[src/rtl/alu_181_serial_if.sv]
// Bus bundle for alu_181_serial: start/ready/busy/done handshake, operands, result and flags.
// ALU_181_OVF_EN adds the overflow_o flag.
interface alu_181_serial_if #(parameter int WIDTH = 16);
    logic             start_i;
    logic [3:0]       S_selection_i;
    logic             mode_control_i;
    logic             carry_in_i;
    logic [WIDTH-1:0] A_i;
    logic [WIDTH-1:0] B_i;
    logic             ready_o;
    logic             busy_o;
    logic             done_o;
    logic [WIDTH-1:0] F_o;
    logic             carry_output_o;
    logic             equality_o;
    logic             zero_o;
`ifdef ALU_181_OVF_EN
    logic             overflow_o;

    modport slave (
        input  start_i, S_selection_i, mode_control_i, carry_in_i, A_i, B_i,
        output ready_o, busy_o, done_o, F_o, carry_output_o, equality_o, zero_o, overflow_o
    );
    modport master (
        output start_i, S_selection_i, mode_control_i, carry_in_i, A_i, B_i,
        input  ready_o, busy_o, done_o, F_o, carry_output_o, equality_o, zero_o, overflow_o
    );
`else
    modport slave (
        input  start_i, S_selection_i, mode_control_i, carry_in_i, A_i, B_i,
        output ready_o, busy_o, done_o, F_o, carry_output_o, equality_o, zero_o
    );
    modport master (
        output start_i, S_selection_i, mode_control_i, carry_in_i, A_i, B_i,
        input  ready_o, busy_o, done_o, F_o, carry_output_o, equality_o, zero_o
    );
`endif
endinterface

[src/rtl/alu_181_serial.sv]
// Multi-cycle 181-style ALU: WIDTH-bit operands processed one 4-bit slice per clock, LSB slice first.
// Optional signed-overflow flag enabled by defining ALU_181_OVF_EN.
module alu_181_serial #(
    parameter int WIDTH = 16
) (
    input  logic               clk_i,
    input  logic               rst_n_i,
    alu_181_serial_if.slave    bus
);
    localparam int SLICES = WIDTH / 4;
    localparam int KW     = (SLICES > 1) ? $clog2(SLICES) : 1;

    if (WIDTH < 4 || (WIDTH % 4) != 0) begin : g_bad_width
        $error("alu_181_serial: WIDTH must be a multiple of 4 and >= 4");
    end

    typedef enum logic [1:0] {IDLE, RUN, DONE} state_t;

    state_t           state_q, state_d;
    logic [3:0]       s_q, s_d;
    logic             m_q, m_d;
    logic [WIDTH-1:0] a_q, a_d, b_q, b_d, f_q, f_d;
    logic [KW-1:0]    k_q, k_d;
    logic             c_q, c_d;
    logic             co_q, co_d, eq_q, eq_d, zr_q, zr_d, ov_q, ov_d;

    // Slice datapath: operands of the current slice plus the rippled carry
    logic [3:0] a_sl, b_sl, x_sl, y_sl, lg_sl, f_sl;
    logic [4:0] sum5;
    logic [3:0] sum3;
    logic       c_nxt, ov_sl;

    always_comb begin
        a_sl = a_q[{k_q, 2'b00} +: 4];
        b_sl = b_q[{k_q, 2'b00} +: 4];
        x_sl = a_sl;
        y_sl = 4'h0;
        unique case (s_q)
            4'h0: begin x_sl = a_sl;          y_sl = 4'h0;          end
            4'h1: begin x_sl = a_sl | b_sl;   y_sl = 4'h0;          end
            4'h2: begin x_sl = a_sl | ~b_sl;  y_sl = 4'h0;          end
            4'h3: begin x_sl = 4'hF;          y_sl = 4'h0;          end
            4'h4: begin x_sl = a_sl;          y_sl = a_sl & ~b_sl;  end
            4'h5: begin x_sl = a_sl | b_sl;   y_sl = a_sl & ~b_sl;  end
            4'h6: begin x_sl = a_sl;          y_sl = ~b_sl;         end
            4'h7: begin x_sl = a_sl & ~b_sl;  y_sl = 4'hF;          end
            4'h8: begin x_sl = a_sl;          y_sl = a_sl & b_sl;   end
            4'h9: begin x_sl = a_sl;          y_sl = b_sl;          end
            4'hA: begin x_sl = a_sl | ~b_sl;  y_sl = a_sl & b_sl;   end
            4'hB: begin x_sl = a_sl & b_sl;   y_sl = 4'hF;          end
            4'hC: begin x_sl = a_sl;          y_sl = a_sl;          end
            4'hD: begin x_sl = a_sl | b_sl;   y_sl = a_sl;          end
            4'hE: begin x_sl = a_sl | ~b_sl;  y_sl = a_sl;          end
            default: begin x_sl = a_sl;       y_sl = 4'hF;          end
        endcase
        unique case (s_q)
            4'h0: lg_sl = ~a_sl;
            4'h1: lg_sl = ~(a_sl | b_sl);
            4'h2: lg_sl = ~a_sl & b_sl;
            4'h3: lg_sl = 4'h0;
            4'h4: lg_sl = ~(a_sl & b_sl);
            4'h5: lg_sl = ~b_sl;
            4'h6: lg_sl = a_sl ^ b_sl;
            4'h7: lg_sl = a_sl & ~b_sl;
            4'h8: lg_sl = ~a_sl | b_sl;
            4'h9: lg_sl = ~(a_sl ^ b_sl);
            4'hA: lg_sl = b_sl;
            4'hB: lg_sl = a_sl & b_sl;
            4'hC: lg_sl = 4'hF;
            4'hD: lg_sl = a_sl | ~b_sl;
            4'hE: lg_sl = a_sl | b_sl;
            default: lg_sl = a_sl;
        endcase
        sum5 = {1'b0, x_sl} + {1'b0, y_sl} + {4'b0, c_q};
        // Carry into the slice MSB, needed for signed overflow on the top slice
        sum3 = {1'b0, x_sl[2:0]} + {1'b0, y_sl[2:0]} + {3'b0, c_q};
        f_sl  = m_q ? lg_sl : sum5[3:0];
        c_nxt = m_q ? 1'b0 : sum5[4];
        ov_sl = m_q ? 1'b0 : (sum3[3] ^ sum5[4]);
    end

    always_comb begin
        state_d = state_q;
        s_d = s_q;  m_d = m_q;  a_d = a_q;  b_d = b_q;
        f_d = f_q;  k_d = k_q;  c_d = c_q;
        co_d = co_q;  eq_d = eq_q;  zr_d = zr_q;  ov_d = ov_q;
        unique case (state_q)
            IDLE: if (bus.start_i) begin
                s_d = bus.S_selection_i;
                m_d = bus.mode_control_i;
                a_d = bus.A_i;
                b_d = bus.B_i;
                c_d = bus.carry_in_i;
                f_d = '0;
                k_d = '0;
                co_d = 1'b0;  eq_d = 1'b0;  zr_d = 1'b0;  ov_d = 1'b0;
                state_d = RUN;
            end
            RUN: begin
                f_d[{k_q, 2'b00} +: 4] = f_sl;
                c_d = c_nxt;
                k_d = k_q + 1'b1;
                if (k_q == KW'(SLICES - 1)) begin
                    co_d = c_nxt;
                    eq_d = &f_d;
                    zr_d = (f_d == '0);
                    ov_d = ov_sl;
                    state_d = DONE;
                end
            end
            default: state_d = IDLE;
        endcase
    end

    always_ff @(posedge clk_i or negedge rst_n_i) begin
        if (!rst_n_i) begin
            state_q <= IDLE;
            s_q <= '0;  m_q <= 1'b0;  a_q <= '0;  b_q <= '0;
            f_q <= '0;  k_q <= '0;    c_q <= 1'b0;
            co_q <= 1'b0;  eq_q <= 1'b0;  zr_q <= 1'b0;  ov_q <= 1'b0;
        end else begin
            state_q <= state_d;
            s_q <= s_d;  m_q <= m_d;  a_q <= a_d;  b_q <= b_d;
            f_q <= f_d;  k_q <= k_d;  c_q <= c_d;
            co_q <= co_d;  eq_q <= eq_d;  zr_q <= zr_d;  ov_q <= ov_d;
        end
    end

    assign bus.ready_o        = (state_q == IDLE);
    assign bus.busy_o         = (state_q == RUN);
    assign bus.done_o         = (state_q == DONE);
    assign bus.F_o            = f_q;
    assign bus.carry_output_o = co_q;
    assign bus.equality_o     = eq_q;
    assign bus.zero_o         = zr_q;
`ifdef ALU_181_OVF_EN
    assign bus.overflow_o     = ov_q;
`else
    logic unused_ov;
    assign unused_ov = ov_q;
`endif
endmodule

[src/flat_wrapper.sv]
// flat-port wrapper written by rule: the top's interface ports become plain ports
module alu_181_serial_flat 
#(
    parameter int WIDTH = 16
)
  (clk_i, rst_n_i, bus_start_i, bus_S_selection_i, bus_mode_control_i, bus_carry_in_i, bus_A_i, bus_B_i, bus_ready_o, bus_busy_o, bus_done_o, bus_F_o, bus_carry_output_o, bus_equality_o, bus_zero_o);
  alu_181_serial_if #(.WIDTH(WIDTH)) bus_i ();
  input  logic clk_i;
  input  logic rst_n_i;
  input wire logic [$bits(bus_i.start_i)-1:0] bus_start_i;
  input wire logic [$bits(bus_i.S_selection_i)-1:0] bus_S_selection_i;
  input wire logic [$bits(bus_i.mode_control_i)-1:0] bus_mode_control_i;
  input wire logic [$bits(bus_i.carry_in_i)-1:0] bus_carry_in_i;
  input wire logic [$bits(bus_i.A_i)-1:0] bus_A_i;
  input wire logic [$bits(bus_i.B_i)-1:0] bus_B_i;
  output wire logic [$bits(bus_i.ready_o)-1:0] bus_ready_o;
  output wire logic [$bits(bus_i.busy_o)-1:0] bus_busy_o;
  output wire logic [$bits(bus_i.done_o)-1:0] bus_done_o;
  output wire logic [$bits(bus_i.F_o)-1:0] bus_F_o;
  output wire logic [$bits(bus_i.carry_output_o)-1:0] bus_carry_output_o;
  output wire logic [$bits(bus_i.equality_o)-1:0] bus_equality_o;
  output wire logic [$bits(bus_i.zero_o)-1:0] bus_zero_o;
  assign bus_i.start_i = bus_start_i;
  assign bus_i.S_selection_i = bus_S_selection_i;
  assign bus_i.mode_control_i = bus_mode_control_i;
  assign bus_i.carry_in_i = bus_carry_in_i;
  assign bus_i.A_i = bus_A_i;
  assign bus_i.B_i = bus_B_i;
  assign bus_ready_o = bus_i.ready_o;
  assign bus_busy_o = bus_i.busy_o;
  assign bus_done_o = bus_i.done_o;
  assign bus_F_o = bus_i.F_o;
  assign bus_carry_output_o = bus_i.carry_output_o;
  assign bus_equality_o = bus_i.equality_o;
  assign bus_zero_o = bus_i.zero_o;
  alu_181_serial #(.WIDTH(WIDTH)) u_core (.clk_i(clk_i), .rst_n_i(rst_n_i), .bus(bus_i));
endmodule
[config.mk]
export PLATFORM = sky130hd
export DESIGN_NAME = alu_181_serial_flat
export DESIGN_NICKNAME = d
export VERILOG_FILES = /design/src/rtl/alu_181_serial_if.sv /design/src/rtl/alu_181_serial.sv /design/src/flat_wrapper.sv
export SDC_FILE = /design/constraint.sdc
export NUM_CORES = 1
export LEC_CHECK = 0
export CORE_UTILIZATION = 30
export DETAILED_ROUTE_END_ITERATION = 16
export SYNTH_ARGS = -nofsm -noshare
export SYNTH_HDL_FRONTEND = slang
export SYNTH_SLANG_ARGS = --single-unit
export TNS_END_PERCENT = 5
[constraint.sdc]
create_clock -name clk_i -period 6.7 [get_ports clk_i]
set_clock_uncertainty 0.1 [all_clocks]
set_input_delay 0.67 -clock clk_i [delete_from_list [all_inputs] [get_ports clk_i]]
set_output_delay 0.67 -clock clk_i [all_outputs]
set_load 0.005 [all_outputs]
Word level (Yosys, flattened, before mapping)
Cells that the tools add are included.

storage, ports and cells
  register bits after elaboration = 61
  bits of input ports = 41
  output and inout port bits = 22
  word-level logic and storage cells = 87

operators by class
  $add $sub $neg = 4
  equal/unequal tests = 19
  shift-type cells = 4
  muxes and demuxes = 22
  bitwise gates (word level) = 12
  reduce and logical (&&, ||, !) cells = 15

operator list
  cell                    count
  $pmux 4 s15             1
  $pmux 16 s2             1
  $shiftx 16x5->4         2
  $eq 4x4->1 const B      7
  $pmux 4 s6              1
  $not 4->4               5
  $pmux 4 s5              1
  $bwmux 16               1
  $eq 4x3->1 const B      4
  $logic_not 16->1        1
  $mux 16                 1
  $reduce_and 16->1       1
  $shift 4x6->16 const A  1
  $shiftx 4x6->16         1
  $and 4x4->4             3
  $or 4x4->4              3
  $reduce_or 3->1         3
  $eq 4x2->1 const B      2
  $pmux 1 s2              4
  $pmux 2 s2              2
  $mux 1                  6
  $mux 2                  3
  $neg 4->6               1
  $reduce_and 2->1        3
  16 further kinds        18

Logic depth before layout (Yosys ltp)
Gate-level depths: netlist of the first run.

  word-level depth = 12
  depth in mapped cells = 19
  mapped depth without buffers = 17

Worst setup path after synthesis of the first run
Ideal clock, no wire load.

  path kind = register to register
  from = register u_core.k_q[0]
  to = register u_core.zr_q, in the netlist u_core.bus.zero_o
  setup time = 0.092 ns
  data arrival time = 4.722 ns
  data required time = 6.508 ns
  path slack = 1.786 ns
  stages on the path, launching flop included = 15
  buffers on the path = 1
  period minus slack after synthesis = 4.914 ns
  path through = dfrtp_1 buf_2 mux4_2 ha_1 or4_1 o31ai_1 o32ai_1 fa_1 fa_1 o221ai_2 or4_4 o21ai_4 o22ai_1 or4_1 o31ai_2

between the ends
  longest elaborated chain between the ends = 12
  elaborated cells on any way between the ends = 30
  those cells by class = 3 x add/sub; 2 x eq/ne; 4 x shift; 7 x mux; 12 x bitwise; 2 x reduce/logical

RTL lines
  what                                       RTL line               RTL
  from (decl)                                alu_181_serial.sv:23   logic [KW-1:0] k_q, k_d;
  from (signal assigned)                     alu_181_serial.sv:119  f_q <= '0; k_q <= '0; c_q <= 1'b0;
  from (signal assigned)                     alu_181_serial.sv:124  f_q <= f_d; k_q <= k_d; c_q <= c_d;
  $shiftx 16x5->4                            alu_181_serial.sv:35   b_sl = b_q[{k_q, 2'b00} +: 4];
  $not 4->4                                  n/a
  $and 4x4->4 or $or 4x4->4 (tied branches)  n/a
  $pmux 4 s6 or $pmux 4 s5 (tied branches)   alu_181_serial.sv:38   unique case (s_q)
  $add 4x4->5                                alu_181_serial.sv:74   sum5 = {1'b0, x_sl} + {1'b0, y_sl} + {4'b0, c_q};
  $add 5x1->5                                alu_181_serial.sv:74
  $mux 4                                     alu_181_serial.sv:77   f_sl = m_q ? lg_sl : sum5[3:0];
  $shiftx 4x6->16                            alu_181_serial.sv:100  f_d[{k_q, 2'b00} +: 4] = f_sl;
  $bwmux 16                                  alu_181_serial.sv:100
  $logic_not 16->1                           alu_181_serial.sv:106  zr_d = (f_d == '0);
  $mux 1                                     alu_181_serial.sv:103  if (k_q == KW'(SLICES - 1)) begin
  $pmux 1 s2                                 alu_181_serial.sv:87   unique case (state_q)
  to (signal assigned)                       alu_181_serial.sv:125  co_q <= co_d; eq_q <= eq_d; zr_q <= zr_d; ov_q <= ov_d;
  to (decl)                                  alu_181_serial.sv:25   logic co_q, co_d, eq_q, eq_d, zr_q, zr_d, ov_q, ov_d;

Parallel ways exist; a longest one is shown, timed or not. The select of a mux whose other input is x is not followed.
A chain may end at the register's enable or synchronous reset.

Worst setup path in the final report of the first run
Ends and elaborated chain as after synthesis.

==> reports/results.ini, run 1 <==
[die]
io_pins = 63
die_area_sq_um = 15000
die_y_um = 122
initial_core_util_pct = 31.1
die_w_um = 122
core_area_sq_um = 14000
rows = 43

[cts]
clkLatencyLatePin_ns = 0.33
clk_pin_slew_worst_paths_ns = 0.05
root_buffer = clkbuf_16
cts_inserted_buffers = 9
h-tree-depth = 3
ctsHoldBuffers = 0
cts_tree = yes
cts_setup_buffers = 0
clockBufferDepth = 2
cts_sinks = 61
post_cts_resized = 0

[global_route]
grt_use_total_pct = 18.0
grt_pass1_wl_um = 21100
grt-ovfl-total = 0
antenna_found_initial = 0
grt_pass1_vias = 4147
grt_max_degree = 62

[layout]
stdcell_count = 763
nets = 646
drive_gt1_share_pct = 7.20
multiInputGateArea_sq_um = 2580
area_delta_synth_final_pct = 25.8
seq_area_sq_um = 1530
nFillCells = 1456
num_antenna_cells = 0

[job]
cap_violations = 0

[power_and_ir_drop]
power_uw = 3390
cellPowerDensity_nw_per_um2 = 620
leakagePower_uw = 0.00237
ir_drop_mv = 0.323

[drt]
dr.pass1.iters = 6
vias = 4245
drc = 0
wl_per_cell_um = 16.8
wl_um = 12900
vias_per_cell = 5.56
drtIter0Drc = 400
ant_nets = 0

[timing]
slew_viol_final = 0
setup-violations-final = 0
rsz0062_at_grt = no
finalHoldViolCount = 0
worst_slack_ns = 1.34
timing.final.crit_share_pct = 80.0
layout_min_cycle_time_ns = 5.36
worst_slew_pin_slew_ns = 1.14
maxClockFrequency_mhz = 187
fin_setup_tns_ns = 0
max-slew-margin-rel_pct = 21.9

[logic_synthesis]
async_flop_share_pct = 100
avgSynthCellArea_sq_um = 8.28
seq_area_frac_synth_pct = 35.1
synth_edf_count = 0
syn_nets = 593
yosysTopAreaCellShare_pct = 35.1
ys_seq_elements = 61
yosysMostFrequentCell = nand2_1
synthTopCellsByCount = nand2_1, dfrtp_1, inv_1, nor2_1
yosysTopAreaCell = dfrtp_1
ys.flop_type = dfrtp_1
post_synth_num_cell_types = 61
synth_warnings = 0
synth.area.top_cells = dfrtp_1, nand2_1, ha_1, mux4_2, o21ai_0
syn_area_sq_um = 4350
synthCells = 525

[place]
gp_congestion = 0.949
pre_cts_ws_ns = 1.30
dp_hpwl_um = 9310
port_buffers = 62
dp.cells = 747

[worst_hold_path]
hold_class = flip-flop to flip-flop

[worst_setup_path]
startpoint_type = flip-flop
worstPathRequired_ns = 6.83
setup.worst_path.class = flip-flop to flip-flop
cp-end-kind = flip-flop
crit_fanout = 16
critPathArrivalTime_ns = 5.49

[run_status]
status = finished, final reports clean

-- final timing paths --
| check | from | end | slack (ns) | depth (start not counted) |
|---|---|---|---|---|
| setup / recovery | u_core.k_q[0] | u_core.bus.zero_o | 1.34 | 13 |
| hold / removal | u_core.b_q[13] | u_core.b_q[13] | 0.36 | 2 |
| setup reg to reg | u_core.k_q[0] | u_core.bus.zero_o | 1.34 | 13 |
| hold reg to reg | u_core.b_q[13] | u_core.b_q[13] | 0.36 | 2 |
| max in group asynchronous | rst_n_i | u_core.a_q[4] | 5.59 | 2 |
| min in group asynchronous | rst_n_i | u_core.bus.F_o[12] | 0.38 | 2 |
-- through the flow --
step	hold slack, ns	util [%]	instance area [sq um]
detailed placement	0.359	36.8	5140
global placement	0.354	36.8	5140
CTS	0.372	39.1	5470
floorplan	0.274	-	4350
finish	0.365	39.1	5470
global route	0.403	39.1	5470
-- cell families (layout without fill, tap and decap cells) --
logic type	Yosys count	after routing	share of synthesized area (%)
buffers and inverters	60	118	5.50
AO/OA/AOI/OAI	120	120	19.9
flip-flops	61	61	35.1
multiplexers	11	11	5.01
XOR/XNOR	2	2	0.403
adder cells (fa/ha/maj)	27	27	8.12
AND/OR/NAND/NOR	244	244	26.0
-- sequential cells by signal, summed over array words and instances, names as in the netlist --
register,flops
u_core.b_q,16
u_core.k_q,2
u_core.bus.equality_o,1
u_core.state_q,2
u_core.bus.zero_o,1
u_core.bus.carry_output_o,1
u_core.bus.F_o,16
u_core.c_q,1
u_core.m_q,1
u_core.a_q,16
u_core.s_q,4
-- power breakdown --
part / leakage, uW / internal (uW) / total (uW) / switching [uW]
clock: 0.000163 / 344 / 505 / 160
combinational: 0.00143 / 876 / 2210 / 1330
sequential: 0.000784 / 523 / 679 / 156
-- worst max-delay path: stages, from the launching register on --
cell and delay [ns]:
dfrtp_1 0.81, mux4_2 0.67, ha_1 0.23, or4_1 0.46
o31ai_1 0.09, o32ai_1 0.13, fa_1 0.43, fa_1 0.54
o221ai_2 0.11, or4_4 0.54, o21ai_4 0.23, o22ai_1 0.16
or4_1 0.53, o31ai_2 0.24
-- area by class of cell --
class | instances | area share, %
repair buffers | 73 | 12.8
multi-input cells | 404 | 47.2
well taps | 180 | 4.12
clock buffers | 12 | 4.69
clock inverters | 4 | 1.28
inverters | 29 | 1.99
flip-flops and latches | 61 | 27.9
-- routing by layer --
| metal | part of all wire (%) | global-route usage, % | vias to the layer above |
|---|---|---|---|
| li1 | - | - | 1986 |
| met2 | 47 | 28.4 | 203 |
| met4 | 2.2 | 6.86 | 0 |
| met5 | 0 | 0 | - |
| met3 | 7.4 | 4.18 | 25 |
| met1 | 44 | 23.9 | 2031 |
-- cells in the final DEF (no fill, tap or decap), drive strengths merged, types with 9 or more instances in the layout --
cell type	Yosys	layout
dfrtp	61	61
ha	25	25
o21ai	27	27
nor3	11	11
nand3	14	14
nand2	140	140
clkbuf	16	12
clkdlybuf4s50	0	61
nand2b	9	9
a21oi	20	20
nor2	27	27
inv	29	29
buf	15	12
(Power assumes the default switching activity.)
==> run 2: changes to the inputs <==
==> constraint.sdc (replaced) <==
create_clock -name clk_i -period 5.3 [get_ports clk_i]
set_clock_uncertainty 0.1 [all_clocks]
set_input_delay 0.53 -clock clk_i [delete_from_list [all_inputs] [get_ports clk_i]]
set_output_delay 0.53 -clock clk_i [all_outputs]
set_load 0.005 [all_outputs]
==> run 2 against run 1 <==
Against the previous run: sequential power increased by 27%; combinational power increased by 29%; setup slack got worse by 0.99 ns; critical endpoint unchanged; register-to-register slack got worse by 0.99 ns; largest power group unchanged; highest routed layer unchanged; non-clock buffer count increased by 9; critical path depth increased by 2.
==> reports/results.ini, run 2 (synthesized netlist as in run 1, its figures left out) <==
[run_status]
status = finished, final reports clean

[die]
io_pins = 63  ; unchanged
die_area_sq_um = 15000  ; unchanged
core_area_sq_um = 14000  ; unchanged
rows = 43  ; unchanged
die_w_um = 122  ; unchanged
die_y_um = 122  ; unchanged
initial_core_util_pct = 31.1  ; unchanged

[drt]
vias_per_cell = 5.43  ; -2.4%
wl_um = 13100  ; +1.8%
vias = 4190  ; -1.3%
drc = 0  ; unchanged
drtIter0Drc = 383  ; -4.3%
ant_nets = 0  ; unchanged
dr.pass1.iters = 6  ; unchanged
wl_per_cell_um = 17.0  ; +0.65%

[cts]
cts_sinks = 61  ; unchanged
cts_inserted_buffers = 9  ; unchanged
clkLatencyLatePin_ns = 0.33  ; about the same
root_buffer = clkbuf_16
clk_pin_slew_worst_paths_ns = 0.05  ; about the same
ctsHoldBuffers = 0  ; unchanged
post_cts_resized = 0  ; unchanged
cts_setup_buffers = 0  ; unchanged
clockBufferDepth = 2  ; unchanged
h-tree-depth = 3  ; unchanged
cts_tree = yes

[layout]
final_cell_mix = nand2_1, clkdlybuf4s50_1, dfrtp_1, inv_1, nor2_1
finish.instance_area_sq_um = 5520  ; +0.87%
drive_gt1_share_pct = 8.45  ; +1.2 points
area_delta_synth_final_pct = 26.8
nets = 655  ; +1.4%
layout_commonest_cell = nand2_1
num_antenna_cells = 0  ; unchanged

[worst_setup_path]
slowest_stage = or4_1
cp-endpoint = u_core.bus.zero_o
worstPathRequired_ns = 5.44  ; -1.39 ns
cp-end-kind = flip-flop
setup.worst_path.class = flip-flop to flip-flop
critPathArrivalTime_ns = 5.09  ; -0.40 ns
r2r-end = u_core.bus.zero_o
startpoint_type = flip-flop
r2r-start = u_core.k_q[0]
worstRegToRegCells = 15  ; +2
crit_fanout = 7  ; -9
critical_path.startpoint = u_core.k_q[0]
slowest_delay_ns = 0.55  ; -0.26 ns
cp_cell_sequence = buf_4 -> mux4_2 -> inv_1 -> ha_1 -> or4_1 -> o31ai_1 -> o32ai_1 -> fa_1 -> fa_1 -> o221ai_2 -> or4_4 -> o21ai_4 -> o22ai_1 -> or4_1 -> o31ai_2
r2r_slack_ns = 0.35  ; -0.99 ns

[power_and_ir_drop]
leakagePower_uw = 0.00240  ; +1.2%
ir_drop_mv = 0.327  ; +1.0%
cellPowerDensity_nw_per_um2 = 780  ; +26%
power_uw = 4300  ; +27%

[global_route]
antenna_found_initial = 0  ; unchanged
grt_pass1_vias = 4050  ; -2.3%
grt_pass1_wl_um = 21300  ; +0.91%
grt_max_degree = 62  ; unchanged
grt-ovfl-total = 0  ; unchanged
grt_use_total_pct = 18.4  ; +0.32 points

[timing]
timing.final.crit_share_pct = 93.4  ; +13 points
maxClockFrequency_mhz = 202  ; +8.3%
layout_min_cycle_time_ns = 4.95  ; -0.411 ns
rsz0062_at_grt = no
setup-violations-final = 0  ; unchanged
worst_slew_pin_slew_ns = 1.01  ; -0.128 ns
max-slew-margin-rel_pct = 30.7  ; +8.8 points
whs_ns = 0.251  ; -0.114 ns
fin_setup_tns_ns = 0  ; unchanged
slew_viol_final = 0  ; unchanged
finalHoldViolCount = 0  ; unchanged

[place]
gp_congestion = 0.931  ; -1.9%
dp_hpwl_um = 9690  ; +4.2%
placed_area_sq_um = 5220  ; +1.6%
port_buffers = 62  ; unchanged

[job]
cap_violations = 0  ; unchanged

[worst_hold_path]
hold_class = input port to asynchronous set/reset pin

run 2: cell count changes in the layout (fill, tap and decap cells not counted), sizes merged:
| cell | previous run | this run |
|---|---|---|
| bufinv | 2 | 1 |
| buf | 12 | 21 |
| clkinvlp | 0 | 1 |
run 2: routing by layer:
metal | vias up | wire length, um | global-route usage (%)
met5 | - | 0 | 0
met4 | 0 | 275 | 7.01
met3 | 23 | 903 | 3.07
met2 | 160 | 5920 | 28.5
met1 | 2008 | 5990 | 25.4
li1 | 1999 | - | -
run 2: layout make-up:
| type | instances | area, sq um |
|---|---|---|
| clock inverter | 4 | 47.5 |
| timing repair buffer | 82 | 778 |
| inverter | 29 | 109 |
| clock buffer | 12 | 246 |
| multi-input combinational | 404 | 2580 |
| tap | 180 | 225 |
| sequential | 61 | 1530 |
| fill | 1426 | 8470 |
run 2: worst max-delay path, delay by kind of cell, from the launching register on:
kind | cells | cell delay, ns
AOI/OAI and AO/OA | 6 | 0.92
adders and majority gates | 3 | 1.17
buffers and inverters | 2 | 0.26
DFF | 1 | 0.40
muxes | 1 | 0.43
and+or+nand+nor | 3 | 1.56
run 2: worst min-delay path by stage:
stage / cells past startpoint / to / slack [ns] / startpoint
floorplan: 0 / u_core.a_q[0] / 0.13 / rst_n_i
global placement: 2 / u_core.b_q[0] / 0.35 / u_core.b_q[0]
detailed placement: 2 / u_core.b_q[8] / 0.36 / u_core.b_q[8]
CTS: 2 / u_core.bus.F_o[0] / 0.30 / rst_n_i
global route: 2 / u_core.bus.F_o[0] / 0.34 / rst_n_i
finish: 2 / u_core.bus.F_o[0] / 0.25 / rst_n_i
run 2: metrics by stage:
step | std cells | worst slack (ns) | util, %
after floorplan | 525 | 0.386 | -
after global placement | 756 | 0.469 | 37.3
after detailed placement | 756 | 0.351 | 37.3
after CTS | 772 | 0.356 | 39.4
after global routing | 772 | 0.142 | 39.4
final | 772 | 0.350 | 39.4
run 2: power by group:
part	leakage, uW	internal, uW	switching [uW]
clock	0.000143	375	203
sequential	0.000784	661	201
combinational	0.00148	1160	1700
total	0.00240	2200	2100
